**config.mk**
```make
export PLATFORM = sky130hd
export DESIGN_NAME = auv_irq_cond
export DESIGN_NICKNAME = d
export VERILOG_FILES = /design/src/rtl/auv_irq_pkg.sv /design/src/rtl/auv_irq_sync.sv /design/src/rtl/auv_irq_cond.sv
export SDC_FILE = /design/constraint.sdc
export NUM_CORES = 1
export LEC_CHECK = 0
export ABC_AREA = 1
export CORE_ASPECT_RATIO = 1.75
export CORE_MARGIN = 2
export CORE_UTILIZATION = 30
export DETAILED_ROUTE_END_ITERATION = 10
export SLEW_MARGIN = 20
export SYNTH_ARGS = -nofsm -noshare
export SYNTH_HDL_FRONTEND = slang
export SYNTH_SLANG_ARGS = --single-unit
```
**constraint.sdc**
```tcl
create_clock -name clk -period 1.8 [get_ports clk]
set_clock_uncertainty 0.2 [all_clocks]
set_input_delay 0.27 -clock clk [delete_from_list [all_inputs] [get_ports clk]]
set_output_delay 0.27 -clock clk [all_outputs]
set_load 0.02 [all_outputs]
```
**src/rtl/auv_irq_pkg.sv**
```systemverilog
// Shared definitions for the IRQ input conditioner: CSR register indices
// and the per-line presentation mode encoding.
package auv_irq_pkg;

    localparam logic [1:0] IRQC_MODE = 2'd0;
    localparam logic [1:0] IRQC_POL  = 2'd1;
    localparam logic [1:0] IRQC_PEND = 2'd2;
    localparam logic [1:0] IRQC_RAW  = 2'd3;

    typedef enum logic {
        IRQ_LEVEL = 1'b0,
        IRQ_EDGE  = 1'b1
    } irq_mode_e;

endpackage

```
**src/rtl/auv_irq_sync.sv**
```systemverilog
// Single-bit multi-flop synchroniser for an IRQ line asynchronous to clk.
module auv_irq_sync #(
    parameter int STAGES = 2
) (
    input  logic clk,
    input  logic rst_n,
    input  logic i_d,
    output logic o_q
);

    logic [STAGES-1:0] r_chain;

    // Shift the raw line through the flop chain; the last flop is the output.
    always_ff @(posedge clk or negedge rst_n) begin
        if (!rst_n) r_chain <= '0;
        else        r_chain <= {r_chain[STAGES-2:0], i_d};
    end

    assign o_q = r_chain[STAGES-1];

endmodule

```
**src/rtl/auv_irq_cond.sv**
```systemverilog
// Per-line IRQ conditioner: synchronise, optional glitch filter, polarity,
// then present each line as a level or as an edge-latched pending bit.
// Optional glitch filter enabled by defining AUV_IRQC_FILTER_EN.
module auv_irq_cond
    import auv_irq_pkg::*;
#(
    parameter int INT_COUNT     = 16,
    parameter int SYNC_STAGES   = 2,
    parameter int FILTER_CYCLES = 4
) (
    input  logic                 clk,
    input  logic                 rst_n,
    input  logic [INT_COUNT-1:0] irq_pin,
    output logic [INT_COUNT-1:0] irq_out,
    input  logic                 cbus_sel,
    input  logic [1:0]           cbus_adr,
    input  logic [31:0]          cbus_dat_wr,
    output logic [31:0]          cbus_dat_rd,
    input  logic                 cbus_rd,
    input  logic                 cbus_wr,
    output logic                 cbus_ack
);

    if (INT_COUNT < 1 || INT_COUNT > 32 || SYNC_STAGES < 2 || FILTER_CYCLES < 1) begin : g_bad_param
        $error("auv_irq_cond: parameter out of range");
    end

    logic [INT_COUNT-1:0] w_sync, w_filt, w_cond, w_rise, w_w1c, w_mode_nxt, w_wdat;
    logic [INT_COUNT-1:0] r_mode, r_pol, r_prev, r_level, r_pend;
    logic                 w_rd, w_wr, w_valid;
    logic [31:0]          w_rdata;
    logic                 r_ack;
    logic [31:0]          r_dat_rd;
    logic                 w_unused_wr;

    for (genvar gi = 0; gi < INT_COUNT; gi++) begin : g_line
        auv_irq_sync #(.STAGES(SYNC_STAGES)) u_sync (
            .clk   (clk),
            .rst_n (rst_n),
            .i_d   (irq_pin[gi]),
            .o_q   (w_sync[gi])
        );
        assign irq_out[gi] = (irq_mode_e'(r_mode[gi]) == IRQ_EDGE) ? r_pend[gi] : r_level[gi];
    end

`ifdef AUV_IRQC_FILTER_EN
    localparam int CW = $clog2(FILTER_CYCLES + 1);
    logic [INT_COUNT-1:0][CW-1:0] r_fcnt;
    logic [INT_COUNT-1:0]         r_filt;

    // Accept a new sync value only after it has differed from filt for
    // FILTER_CYCLES consecutive cycles; the update happens on the cycle
    // the count would reach FILTER_CYCLES, so shorter pulses never land.
    always_ff @(posedge clk or negedge rst_n) begin
        if (!rst_n) begin
            r_fcnt <= '0;
            r_filt <= '0;
        end else begin
            for (int i = 0; i < INT_COUNT; i++) begin
                if (w_sync[i] == r_filt[i]) begin
                    r_fcnt[i] <= '0;
                end else if (r_fcnt[i] == CW'(FILTER_CYCLES - 1)) begin
                    r_filt[i] <= w_sync[i];
                    r_fcnt[i] <= '0;
                end else begin
                    r_fcnt[i] <= r_fcnt[i] + CW'(1);
                end
            end
        end
    end

    assign w_filt = r_filt;
`else
    assign w_filt = w_sync;
`endif

    assign w_cond = w_filt ^ r_pol;
    assign w_rise = w_cond & ~r_prev;

    // Bus decode: a read wins over a simultaneous write; RAW is read-only
    // so a write there is neither acknowledged nor acted on.
    assign w_rd        = cbus_sel & cbus_rd;
    assign w_wr        = cbus_sel & cbus_wr & ~cbus_rd;
    assign w_valid     = w_rd | (w_wr & (cbus_adr != IRQC_RAW));
    assign w_wdat      = cbus_dat_wr[INT_COUNT-1:0];
    assign w_mode_nxt  = (w_wr && cbus_adr == IRQC_MODE) ? w_wdat : r_mode;
    assign w_w1c       = (w_wr && cbus_adr == IRQC_PEND) ? w_wdat : '0;
    assign w_unused_wr = ^cbus_dat_wr;

    // Read-data mux, unused upper bits zero.
    always_comb begin
        w_rdata = '0;
        case (cbus_adr)
            IRQC_MODE: w_rdata[INT_COUNT-1:0] = r_mode;
            IRQC_POL:  w_rdata[INT_COUNT-1:0] = r_pol;
            IRQC_PEND: w_rdata[INT_COUNT-1:0] = irq_out;
            default:   w_rdata[INT_COUNT-1:0] = w_sync;
        endcase
    end

    // Configuration registers.
    always_ff @(posedge clk or negedge rst_n) begin
        if (!rst_n) begin
            r_mode <= '0;
            r_pol  <= '0;
        end else begin
            r_mode <= w_mode_nxt;
            if (w_wr && cbus_adr == IRQC_POL) r_pol <= w_wdat;
        end
    end

    // Line state: level/prev track cond every cycle; pending is gated by the
    // next mode so leaving edge mode clears it on the same edge, and a rise
    // beats a coincident W1C.
    always_ff @(posedge clk or negedge rst_n) begin
        if (!rst_n) begin
            r_level <= '0;
            r_prev  <= '0;
            r_pend  <= '0;
        end else begin
            r_level <= w_cond;
            r_prev  <= w_cond;
            r_pend  <= w_mode_nxt & ((r_pend & ~w_w1c) | w_rise);
        end
    end

    // Bus response: one-cycle ack; read data held until the next read.
    always_ff @(posedge clk or negedge rst_n) begin
        if (!rst_n) begin
            r_ack    <= 1'b0;
            r_dat_rd <= '0;
        end else begin
            r_ack <= w_valid;
            if (w_rd) r_dat_rd <= w_rdata;
        end
    end

    assign cbus_ack    = r_ack;
    assign cbus_dat_rd = r_dat_rd;

endmodule

```
After elaboration in Yosys (flattened, before gate mapping):

Index checks and enable logic that the tools add are counted.

* output and inout port bits: 49
* word-level logic and storage cells: 61
* flip-flop bits (word level): 113

* multiplexer cells: 19
* reduce and logical (&&, ||, !) cells: 4
* bitwise logic cells: 13
* equal/unequal tests: 3

Operators by type and width (count)
* $and A16 B16 Y16: 3
* $pmux W16 S3: 1
* $mux W16: 2
* $not A16 Y16: 2
* $mux W1: 16
* $or A16 B16 Y16: 1
* $xor A16 B16 Y16: 1
* $and A1 B1 Y1: 4
* $logic_and A1 B1 Y1: 3
* $eq A2 B1 Y1 const B: 1
* $eq A2 B2 Y1 const B: 1
* $logic_not A2 Y1: 1
* $ne A2 B2 Y1 const B: 1
* $not A1 Y1: 1
* $or A1 B1 Y1: 1

Longest topological paths before layout:

* word-level depth: 8
* depth in mapped cells: 8
* mapped depth without buffers: 7

By module:

A second synthesis with hierarchy kept.

* cells, all modules: 597
* area, all modules: 4992.3 µm²

By module, submodules not included
* auv_irq_cond: area an instance 4191.5 µm², times used 1, cells an instance 565
* auv_irq_sync: area an instance 50.0 µm², times used 16, cells an instance 2

Worst setup path before layout:

No wires, ideal clock.

* kind: input to register
* start: input port cbus_adr[1]
* end: register r_pend[5]
* required time: 1482 ps
* arrival time: 933 ps
* setup time: 118 ps
* setup slack: 549 ps
* stages on the path: 7
* path buffers: 2
* path through: buf_6 -> inv_2 -> nor2_1 -> buf_2 -> nand3_1 -> nand2_1 -> a21oi_2

* cells in the longest elaborated chain, start to end: 7
* elaborated cells on any way between the ends: 10

RTL lines
* start: declaration: RTL line auv_irq_cond.sv:16 `input logic [1:0] cbus_adr,`
* $eq A2 B2 Y1: RTL line auv_irq_cond.sv:87 `assign w_w1c = (w_wr && cbus_adr == IRQC_PEND) ? w_wdat : '0;`
* $logic_and A1 B1 Y1: RTL line auv_irq_cond.sv:87
* $mux W16: RTL line auv_irq_cond.sv:87
* $not A16 Y16: RTL line auv_irq_cond.sv:123 `r_pend <= w_mode_nxt & ((r_pend & ~w_w1c) | w_rise);`
* $and A16 B16 Y16: RTL line auv_irq_cond.sv:123
* $or A16 B16 Y16: RTL line auv_irq_cond.sv:123
* $and A16 B16 Y16 *: RTL line auv_irq_cond.sv:123
* end signal: assignment: RTL line auv_irq_cond.sv:123
* end: declaration: RTL line auv_irq_cond.sv:29 `logic [INT_COUNT-1:0] r_mode, r_pol, r_prev, r_level, r_pend;`

Mark *: on every way between the ends. The rest lies on a longest branch, timed or not.
A chain may end at the register's enable or synchronous reset.

Final worst setup path:

* start: register r_mode[6]
* end: output port irq_out[6]

* cells in the longest elaborated chain, start to end: 1

RTL lines
* start: declaration: RTL line auv_irq_cond.sv:29
* start signal: assignment: RTL line auv_irq_cond.sv:107 `r_mode <= w_mode_nxt;`
* $mux W1: RTL line auv_irq_cond.sv:43 `assign irq_out[gi] = (irq_mode_e'(r_mode[gi]) == IRQ_EDGE) ? r_pend[gi] : r_level[gi];`
* end: declaration: RTL line auv_irq_cond.sv:14 `output logic [INT_COUNT-1:0] irq_out,`

No other way between the ends.

==> results.txt <==
internal power: 5.801 mW
Fill cells: 1700
Num CTS Buffers: 17
CP top delay family: flip-flops
layout cells sized above 1: 14.83%
Worst path slowest cell: dfrtp_1
busiest grt layer: met2
Mapped Area: 5064 um^2
Seq pwr share: 39.7%
I/O Pins: 104
setup bufs post-CTS: 0
CP Launch Type: register
CTS HTree Levels: 4
fmax: 583.8 MHz
Layout area overhead: 31.06%
Seq/Total Area, Yosys: 55.84%
Syn Area/Cell: 8.482 um^2
Psw: 2.507 mW
hpwl dp: 8908 um
synth unique cells: 23
top_reg_cell synth: dfrtp_1
min cycle time layout: 1.713 ns
Gate power share: 22.2%
Die X-Extent: 102.2 um
Via Count: 4081
final worst path period share: 95.16%
final max-slew violation count: 0
power per cell area: 1252 nW/um^2
Setup Crit Path Kind: register to primary output
drt first pass iters: 4
worst-path maximum fanout: 3
Most common cell on crit path: nand2_1
crit path cell chain: inv_1 -> nand2_1 -> nand2_1 -> buf_2
post-layout power: 8.308 mW
GRT Overall Usage: 14.86%
post-route ant nets: 0
Setup TNS Final: 0 ns
switching part of the total power: 30.18%
Yosys reg bits: 113
largest net degree at the start of global routing: 34
met3 Use GR: 3.900%
Worst-Skew Late Latency: 0.41 ns
Die Ht: 175.9 um
global-route wire length before repair: 20110 um
Clock Path Buffers: 2
Post-synth EDFFs: 0
DR vias/cell: 4.374
core region area: 16450 um^2
drt wl/cell: 13.41 um
Final Hold Fails: 0
Critical Path RT: 1.33 ns
cell count after synthesis: 597
Congestion Overflow GR: 0
Critical Path Sink Type: primary output
detailed-route DRC error count: 0
initial antenna violation count: 1
asr flop ratio synth: 100.0%
WL final: 12510 um
status: complete, no violations
GRT met1 Usage: 16.76%
starting density of the core: 30.79%
DRT iter0 DRCs: 142
Clock transition at path regs: 0.05 ns
most frequent cells in the layout: 216 x nand2_1, 113 x dfrtp_1, 52 x inv_1, 48 x nand3_1, 37 x clkdlybuf4s50_1
Ys Warns: 0
Port-buffer cells: 71
max-cap violations: 0
leakage dissipation: 3.363 nW
GP Congestion: 0.7902
Die Area: 17980 um^2
Buf+Inv Stages, Crit Path: 2
RSZ-0062 raised after global routing: no
WP data arrival: 1.24 ns
flip-flop and latch area: 2828 um^2
Rows: 62
Clk pwr share: 38.2%
CP peak stage delay: 0.40 ns
vias in the first global route: 4082
area of the multi-input gates: 1858 um^2
commonest non-fill, non-tap cell in the layout: nand2_1
Root Buffer: clkbuf_16
clock tree sinks: 113
# setup viols final: 0
Worst IR Drop VDD: 0.4665 mV
Hold Crit Class: input pin to register
CTS tree: done
GR Util met2: 25.60%
nets@finish: 752
==> worst register-to-register path, cell delays in order, from the launching register on <==
cell and delay [ns]:
dfrtp_1 0.39, or2_2 0.31, nand3b_1 0.12, a21oi_2 0.07
==> state kept, by name (all words and copies together) (netlist names) <==
name / flops
r_pend: 16
g_line.u_sync.r_chain: 32
r_mode: 16
r_pol: 16
cbus_ack: 1
cbus_dat_rd: 16
r_prev: 16
==> final cells by class <==
cell class | count | share of cell area, %
Multi-Input combinational cell | 409 | 28.00
Antenna cell | 1 | 0.03771
Inverter | 53 | 2.998
Sequential cell | 113 | 42.61
Clock buffer | 23 | 7.051
Timing Repair Buffer | 103 | 13.80
Clock inverter | 7 | 1.282
Tap cell | 224 | 4.223
==> kinds of logic (layout without fill, tap and decap cells) <==
logic type	Yosys count	count (layout)	share of synthesized area, %
other	1	17	0.07406
buffers and inverters	90	186	8.623
and+or+nand+nor	344	344	29.73
xor gates and xnor gates	2	2	0.3460
AOI/OAI and AO/OA	47	47	5.387
DFF	113	113	55.84
==> layer usage <==
layer,vias up,routed length [um]
li1,2029,-
met1,1931,5119
met2,102,6573
met3,19,532
met4,0,289
met5,-,0
==> through the flow <==
stage	setup slack [ns]	cells	util [%]	area [um^2]	hold slack (ns)
2_1_floorplan	0.5487	612	-	5120	-0.2256
3_3_place_gp	-0.08304	901	37.51	6168	0.06991
3_5_place_dp	-0.08388	901	37.51	6168	0.06421
4_1_cts	0.001796	932	40.73	6699	0.07662
5_1_grt	0.01538	932	40.34	6634	0.08999
6_report	0.08716	933	40.35	6636	0.09425
==> path summary, 6_finish.rpt <==
path                                                        start                                     to  slack, ns  cells past startpoint
max                                           r_mode[6]$_DFF_PN0_                             irq_out[6]       0.09                      4
max in group asynchronous                                   rst_n  g_line[5].u_sync.r_chain[0]$_DFF_PN0_       0.69                      3
min                                                    irq_pin[3]  g_line[3].u_sync.r_chain[0]$_DFF_PN0_       0.09                      1
max reg2reg                g_line[12].u_sync.r_chain[1]$_DFF_PN0_                   r_pend[12]$_DFF_PN0_       0.60                      3
min reg2reg                 g_line[5].u_sync.r_chain[0]$_DFF_PN0_  g_line[5].u_sync.r_chain[1]$_DFF_PN0_       0.14                      0
min in group asynchronous                                   rst_n                   r_mode[15]$_DFF_PN0_       0.17                      2
==> timing repair <==
action | 4_1_cts | 5_1_grt
endpoints found under the hold margin | 82 | 0
setup endpoints to repair | 32 | 12
gates resized for setup | 68 | 12
hold buffers | 1 | 0
==> power by group through the flow <==
stage,Sequential [mW],Combinational [mW],Clock [mW]
final,3.30,1.84,3.17
after global routing,3.35,2.05,3.36
after CTS,3.29,1.94,3.25
after detailed placement,3.33,2.05,0
after global placement,3.33,2.03,0
after floorplan,3.34,1.17,0
==> synth_stat cells (6+ instances only) <==
master	instances	share of area, %
nor2_1	33	2.4
nand3_1	48	4.7
a21oi_2	10	1.7
o21ai_0	15	1.5
buf_2	13	1.3
dfrtp_1	113	56
nand3b_1	14	2.1
and2_1	14	1.7
or2_2	14	1.7
a21oi_1	6	0.59
buf_4	18	2.7
inv_1	52	3.9
nand2_1	216	16
o21ai_1	16	1.6
Power figures use the tool's default switching activity.
